## src/rtl/mux4_word_serializer.sv

```systemverilog
// Word serializer feeding a 4:1 word mux: loads a 1-4 word frame into slots a0..a3,
// then steps the mux select once per accepted output beat.
module mux4_word_serializer #(
  parameter int unsigned SIZE = 32
) (
  input  logic            clk,
  input  logic            reset,
  input  logic            in_valid,
  input  logic            in_last,
  input  logic [SIZE-1:0] in_data,
  output logic            in_ready,
  output logic [SIZE-1:0] a0,
  output logic [SIZE-1:0] a1,
  output logic [SIZE-1:0] a2,
  output logic [SIZE-1:0] a3,
  output logic [1:0]      sel,
  output logic            out_valid,
  input  logic            out_ready,
  output logic            out_last,
  output logic [2:0]      frame_len
);

  localparam int unsigned PTR_W = 2;
  localparam int unsigned LEN_W = 3;

  typedef enum logic {
    LOAD  = 1'b0,
    DRAIN = 1'b1
  } state_t;

  state_t            state;
  state_t            state_nxt;
  logic [PTR_W-1:0]  wr_ptr;
  logic [PTR_W-1:0]  rd_ptr;
  logic              accept;
  logic              frame_done;
  logic              beat;
  logic              drain_done;

  // Final beat is decoded from registered pointer and length only.
  assign out_last = (state == DRAIN) && (LEN_W'(rd_ptr) == (frame_len - LEN_W'(1)));
  assign sel      = rd_ptr;

  always_ff @(posedge clk) begin
    if (reset) begin
      state <= LOAD;
    end else begin
      state <= state_nxt;
    end
  end

  always_comb begin
    state_nxt  = state;
    in_ready   = 1'b0;
    out_valid  = 1'b0;
    accept     = 1'b0;
    frame_done = 1'b0;
    beat       = 1'b0;
    drain_done = 1'b0;
    case (state)
      LOAD: begin
        in_ready   = 1'b1;
        accept     = in_valid;
        frame_done = in_valid && ((wr_ptr == PTR_W'(3)) || in_last);
        if (frame_done) begin
          state_nxt = DRAIN;
        end
      end
      DRAIN: begin
        out_valid  = 1'b1;
        beat       = out_ready;
        drain_done = out_ready && out_last;
        if (drain_done) begin
          state_nxt = LOAD;
        end
      end
    endcase
  end

  // Slot bank, pointers and frame length; slots are cleared on the way back to LOAD
  // so unwritten slots of a short frame read as zero.
  always_ff @(posedge clk) begin
    if (reset) begin
      a0        <= '0;
      a1        <= '0;
      a2        <= '0;
      a3        <= '0;
      wr_ptr    <= '0;
      rd_ptr    <= '0;
      frame_len <= '0;
    end else if (accept) begin
      case (wr_ptr)
        2'd0:    a0 <= in_data;
        2'd1:    a1 <= in_data;
        2'd2:    a2 <= in_data;
        default: a3 <= in_data;
      endcase
      wr_ptr <= wr_ptr + PTR_W'(1);
      if (frame_done) begin
        frame_len <= LEN_W'(wr_ptr) + LEN_W'(1);
      end
    end else if (beat) begin
      if (drain_done) begin
        a0        <= '0;
        a1        <= '0;
        a2        <= '0;
        a3        <= '0;
        wr_ptr    <= '0;
        rd_ptr    <= '0;
        frame_len <= '0;
      end else begin
        rd_ptr <= rd_ptr + PTR_W'(1);
      end
    end
  end

endmodule

```

## config.mk

```make
export PLATFORM = sky130hd
export DESIGN_NAME = mux4_word_serializer
export DESIGN_NICKNAME = d
export VERILOG_FILES = /design/src/rtl/mux4_word_serializer.sv
export SDC_FILE = /design/constraint.sdc
export NUM_CORES = 1
export LEC_CHECK = 0
export ABC_AREA = 1
export CAP_MARGIN = 30
export CORE_MARGIN = 8
export CORE_UTILIZATION = 35
export DETAILED_ROUTE_END_ITERATION = 12
export GPL_ROUTABILITY_DRIVEN = 0
export PLACE_DENSITY = 0.73
export SLEW_MARGIN = 15
export SYNTH_ARGS = -nofsm -noshare
export SYNTH_HDL_FRONTEND = slang
export SYNTH_SLANG_ARGS = --single-unit
```

## constraint.sdc

```tcl
create_clock -name clk -period 1.7 [get_ports clk]
set_input_delay 0.255 -clock clk [delete_from_list [all_inputs] [get_ports clk]]
set_output_delay 0.255 -clock clk [all_outputs]
set_load 0.005 [all_outputs]
```

==> flow_summary.ini, run 1 <==
[synth]
synthCells = 741
synth_top_family_by_area = simple AND/OR/NAND/NOR gates
synth_cell_type_count = 19
synth.area.mux_share_pct = 0
synth_xor_area_share_pct = 0
avgSynthCellArea_um2 = 7.494
synth-compound-area-share_pct = 11.38
synthAdderAreaFrac_pct = 1.352
syn_area_mm2 = 0.005553
synth.yosys.seq_area_share_pct = 49.03
synth_warnings = 0
synth_seq_cells = 136
synth-simple-area-share_pct = 28.53
synth_fp_nets = 784

[timing]
fin_setup_tns_ns = -0.7551
fin_ws_ns = -0.07847
fin_crit_ns = 1.778
min_period_over_period_pct = 104.6
slew_violations = 0
finClkSkew_ns = 0.008050
finalSetupViolCount = 26
tightest_slew_ns = 0.4774
hold_slack_ns = 0.3288
fmax_mhz = 562.3
slew_headroom_pct = 68.06
rsz0062_at_grt = yes
hold_violations = 0

[power_and_ir_drop]
p_leak_nw = 3.294
p_per_area_mw_per_mm2 = 947.5
ir_drop_v = 0.0006920

[global_route]
grt_use_total_pct = 18.80
grt_start_max_net_pins = 74
grt_pass1_vias = 5334
grt_pass1_wl_um = 29430
grt-ovfl-total = 0
grt_antenna_before_repair = 0

[critical_path]
cp_slowest_stage_delay_ns = 0.33
end_kind = output port
cp.required_ns = 1.44
r2r_setup_slack_ns = -0.08
crit_type = reg2out
crit_arrival_ns = 1.52
slowest_stage = dfxtp_2
cp_max_fo = 2
path_cells = inv_2 -> ha_4 -> nand2_2 -> o21ai_2 -> nor4_1 -> buf_2
startpoint_type = flop

[finish]
areaGrowthSynthToFinish_pct = 50.59
fillCellCount = 1496
num_antenna_cells = 0
layout-drive-gt1-share_pct = 12.34
fin_util_pct = 53.22
nNetsFinal = 963

[run]
maxCapViolCount = 0

[cts]
clockRootBuffer = clkbuf_16
clk_path_buf_depth = 2
htreeDepth = 4
clock_sinks = 136
clk_pin_slew_ns = 0.06
cts_inserted_buffers = 17
cts-hold-fix-buffers = 0
cts_tree = done
clkLatencyLatePin_ns = 0.42

[drt]
vias_per_cell = 4.812
dr.pass1.iters = 5
vias = 5524
drtAntennaViolNets = 0
drtIter0Drc = 333
routed_wl_um = 19070
wl_per_cell_um = 16.61
drc_errors = 0

[die]
die_area_mm2 = 0.02015
start_util_pct = 35.34
fp.coreArea_mm2 = 0.01571
row_count = 46
chipHeight_um = 142.0
die_x_um = 142.0
io_pins = 173

[status]
violations = setup timing
status = finished, violations left

[place]
hpwl_um = 13190
port_buffers = 172

[hold_path]
min_path_type = in2reg
synth_stat cells:
cell      instances  area, um2
ha_1              6      75.07
a21oi_1         120      600.6
inv_2             9      33.78
nor4_1            1      6.260
buf_4             3      22.52
buf_6            13      146.4
clkbuf_1         25      93.84
or2_2             1      6.260
o21ai_1           3      15.01
dfxtp_1         136       2723
buf_2            20      100.1
nor2_1           68      255.2
nand3_1         103      515.5
o21ai_4           1      16.27
nand3_2           1      10.01
nand4_1           1      6.260
nand3b_1         17      127.6
inv_1            38      142.6
nand2_1         175      656.9
timing repair:
| action | CTS | global route |
|---|---|---|
| pin swaps | 3 | 5 |
| setup buffers | 5 | 3 |
| setup endpoints to repair | 86 | 135 |
| resized for setup | 24 | 15 |
| cloned | 2 | 0 |
layout make-up:
type / instances / area [um2] / area share, %
Inverter: 47 / 176.4 / 2.110
Tap cell: 216 / 270.3 / 3.232
Clock buffer: 19 / 442.9 / 5.297
Sequential cell: 136 / 2728 / 32.62
Timing Repair Buffer: 221 / 2252 / 26.93
Multi-Input combinational cell: 497 / 2387 / 28.55
Clock inverter: 12 / 105.1 / 1.257
critical path, delay by kind of cell (launching register included):
kind	cells	cell delay (ns)
simple gates	2	0.29
compound gates	1	0.05
buf+inv	2	0.20
flops	1	0.33
fa+ha+maj	1	0.23
registers in the layout, summed over array words and instances, names as in the netlist:
name,count
a3,32
wr_ptr,2
a2,32
sel,2
a0,32
frame_len,3
state,1
a1,32
worst paths after layout:
path	start	endpoint	cells after the start
hold reg to reg	a0[3]$_SDFFE_PP0P_	a0[3]$_SDFFE_PP0P_	2
setup / recovery	frame_len[0]$_SDFFE_PP0P_	out_last	6
setup reg to reg	frame_len[0]$_SDFFE_PP0P_	a3[3]$_SDFFE_PP0P_	11
hold / removal	reset	a0[28]$_SDFFE_PP0P_	3
kinds of logic after synthesis:
group	after synthesis
compound gates	124
fa+ha+maj	6
simple gates	367
flops	136
buf+inv	108
routing by layer:
| metal | share of wire, % | vias up | GRT usage, % |
|---|---|---|---|
| li1 | - | 2759 | - |
| met1 | 46 | 2539 | 23.82 |
| met2 | 45 | 196 | 29.44 |
| met3 | 7.3 | 30 | 5.502 |
| met4 | 2.2 | 0 | 7.518 |
| met5 | 0 | - | 0 |
layout by cell type, fill, tap and decap left out, types with 5 or more instances in the layout:
cell             synthesis  routed
nand3b_1                17      17
clkbuf_16                0      17
clkinv_2                 0       5
ha_1                     6       5
buf_6                   13       5
a21oi_1                120     113
nand2_1                175     173
buf_4                    3      33
nand3_1                103     100
clkdlybuf4s50_1          0     169
a21oi_2                  0       6
inv_1                   38      36
dfxtp_1                136     132
inv_2                    9      11
buf_12                   0      10
nor2_1                  68      67
where the power goes:
part / switching (mW) / leakage (nW) / internal [mW]
combinational: 0.558 / 1.92 / 0.524
sequential: 0.0794 / 1.11 / 3.33
clock: 1.40 / 0.268 / 2.03
per-stage QoR:
step                      std cells  total power, mW  cell area [um2]  setup WS [ns]
after detailed placement       1108            4.539             7587        -0.1614
after global routing           1148            8.258             8362        -0.1502
final                          1148            7.923             8362       -0.07847
after floorplan                 741            3.956             5553        0.06394
after global placement         1108            4.531             7587        -0.1366
after CTS                      1146            7.978             8290        -0.1124
Note: power is estimated with default switching activity, not from simulation.
==> inputs of run 2 (changes only) <==
--- a/config.mk
+++ b/config.mk
@@ -7,7 +7,6 @@
 export LEC_CHECK = 0
 export ABC_AREA = 1
 export CAP_MARGIN = 30
-export CORE_MARGIN = 8
 export CORE_UTILIZATION = 35
 export DETAILED_ROUTE_END_ITERATION = 12
 export GPL_ROUTABILITY_DRIVEN = 0
==> run 2 against run 1 <==
Against the previous run:
- the run still ends with setup timing left
- clock-buffer cell count is 3 higher
- critical path type is now reg2reg
- clock power increased by 3%
- routed wire length is 6.0% higher
- total power is 1.6% higher
- global-route usage up 3.3 points
- worst hold slack improved by 0.035 ns
- maximum frequency is 1.5% lower
- register-to-register slack lost 0.03 ns
- clock skew up 0.0024 ns
- die area down 19%
- cell count down 0.87%
- non-clock buffer count is 4 lower
==> flow_summary.ini, run 2 (synthesis gave the netlist of run 1 again) <==
[status]
status = finished, violations left
violations = setup timing

[critical_path]
path_cells = inv_2 -> ha_4 -> nand2_4 -> o21ai_2 -> nor2_1 -> nand3_4 -> buf_12 -> nand2_4 -> buf_12 -> nand2_1 -> nand2_1 -> nor2_1
cp.required_ns = 2.01
cp_max_fo = 30
slowest_stage = dfxtp_2
crit_arrival_ns = 2.12
cp_slowest_stage_delay_ns = 0.33
startpoint_type = flop
r2r_cells = 12
end_kind = flop
crit_type = reg2reg

[power_and_ir_drop]
p_per_area_mw_per_mm2 = 942.2
p_leak_nw = 3.376
switching_power_mw = 2.024
combPwrFrac_pct = 13.5
clkPwrFrac_pct = 44.0
swShare_pct = 25.14
internal-power_mw = 6.026
seq_power_share_pct = 42.4
ir_drop_v = 0.0006733

[finish]
num_antenna_cells = 0
areaGrowthSynthToFinish_pct = 53.85
layout-drive-gt1-share_pct = 13.81
nNetsFinal = 959
layout_common_cells = nand2_1, clkdlybuf4s50_1, dfxtp_1
fillCellCount = 1423
final_common_cell = nand2_1

[global_route]
grt_use_total_pct = 22.09
grt_pass1_vias = 4992
grt_pass1_wl_um = 27540
grt_antenna_before_repair = 0
grt-ovfl-total = 0
grt_start_max_net_pins = 104

[drt]
vias = 5837
wl_per_cell_um = 17.77
drtIter0Drc = 552
dr.pass1.iters = 5
drtAntennaViolNets = 0
vias_per_cell = 5.129
routed_wl_um = 20220
drc_errors = 0

[cts]
cts_tree = done
cts-hold-fix-buffers = 0
clockRootBuffer = clkbuf_16
cts_inserted_buffers = 17
clock_sinks = 136
clkLatencyLatePin_ns = 0.42
clk_path_buf_depth = 2
htreeDepth = 4
clk_pin_slew_ns = 0.06

[place]
port_buffers = 172
hpwl_um = 11780

[timing]
slew_headroom_pct = 62.11
finalSetupViolCount = 74
fin_crit_ns = 1.805
fmax_mhz = 554.1
hold_violations = 0
fin_ws_ns = -0.1048
fin_setup_tns_ns = -2.526
tightest_slew_ns = 0.5683
rsz0062_at_grt = yes
finClkSkew_ns = 0.01044
slew_violations = 0
hold_slack_ns = 0.3637
min_period_over_period_pct = 106.2

[die]
die_area_mm2 = 0.01637
fp.coreArea_mm2 = 0.01531
die_x_um = 128.0
row_count = 45
io_pins = 173
start_util_pct = 36.26
chipHeight_um = 128.0

[hold_path]
whs_path_depth = 3
min_path_type = in2reg

[run]
maxCapViolCount = 0
## run 2: layout make-up
type	count	area, um2	share of cell area (%)
Timing Repair Buffer	217	2359	27.61
Tap cell	211	264.0	3.090
Clock buffer	22	454.2	5.316
Inverter	47	176.4	2.065
Sequential cell	136	2726	31.91
Multi-Input combinational cell	497	2464	28.84
Clock inverter	8	100.1	1.172
## run 2: what timing repair did
item / 4_1_cts / 5_1_grt
setup buffers: 1 / 4
setup endpoints to repair: 57 / 138
resized for setup: 11 / 51
pin swaps: 2 / 6
cloned: 1 / 13
## run 2: final timing paths
kind              slack, ns                 startpoint             endpoint
hold / removal         0.36                      reset  a0[30]$_SDFFE_PP0P_
setup reg to reg      -0.10  frame_len[0]$_SDFFE_PP0P_   a1[8]$_SDFFE_PP0P_
setup / recovery      -0.10  frame_len[0]$_SDFFE_PP0P_   a1[8]$_SDFFE_PP0P_
hold reg to reg        0.47        a0[19]$_SDFFE_PP0P_  a0[19]$_SDFFE_PP0P_
## run 2: metal layers
layer | global-route usage, % | share of wire (%) | vias up
li1 | - | - | 2751
met1 | 29.50 | 44 | 2757
met2 | 34.24 | 46 | 303
met3 | 6.260 | 8.9 | 26
met4 | 7.266 | 1.6 | 0
met5 | 0 | 0 | -
## run 2: power groups by stage
stage                     logic [mW]  clock network (mW)  registers (mW)
after floorplan                0.476                   0            3.48
after CTS                       1.06                3.57            3.41
after global placement          1.04                   0            3.48
final                           1.09                3.55            3.42
after detailed placement        1.05                   0            3.48
after global routing            1.18                3.72            3.43
## run 2: metrics by stage
step	util [%]	instances	instance area [um2]	power (mW)	worst slack, ns
after global routing	55.78	1138	8543	8.330	-0.1912
after CTS	52.77	1121	8082	8.044	-0.1046
after floorplan	-	741	5553	3.956	0.06394
after detailed placement	48.73	1089	7463	4.526	-0.1335
final	55.78	1138	8543	8.049	-0.1048
after global placement	48.73	1089	7463	4.514	-0.1366
## run 2: critical path: cells and delay by family (launching register included)
kind,cells,cell delay [ns]
adders and majority gates,1,0.24
AOI/OAI and AO/OA,1,0.06
buffers and inverters,3,0.39
and+or+nand+nor,7,0.65
DFF,1,0.33
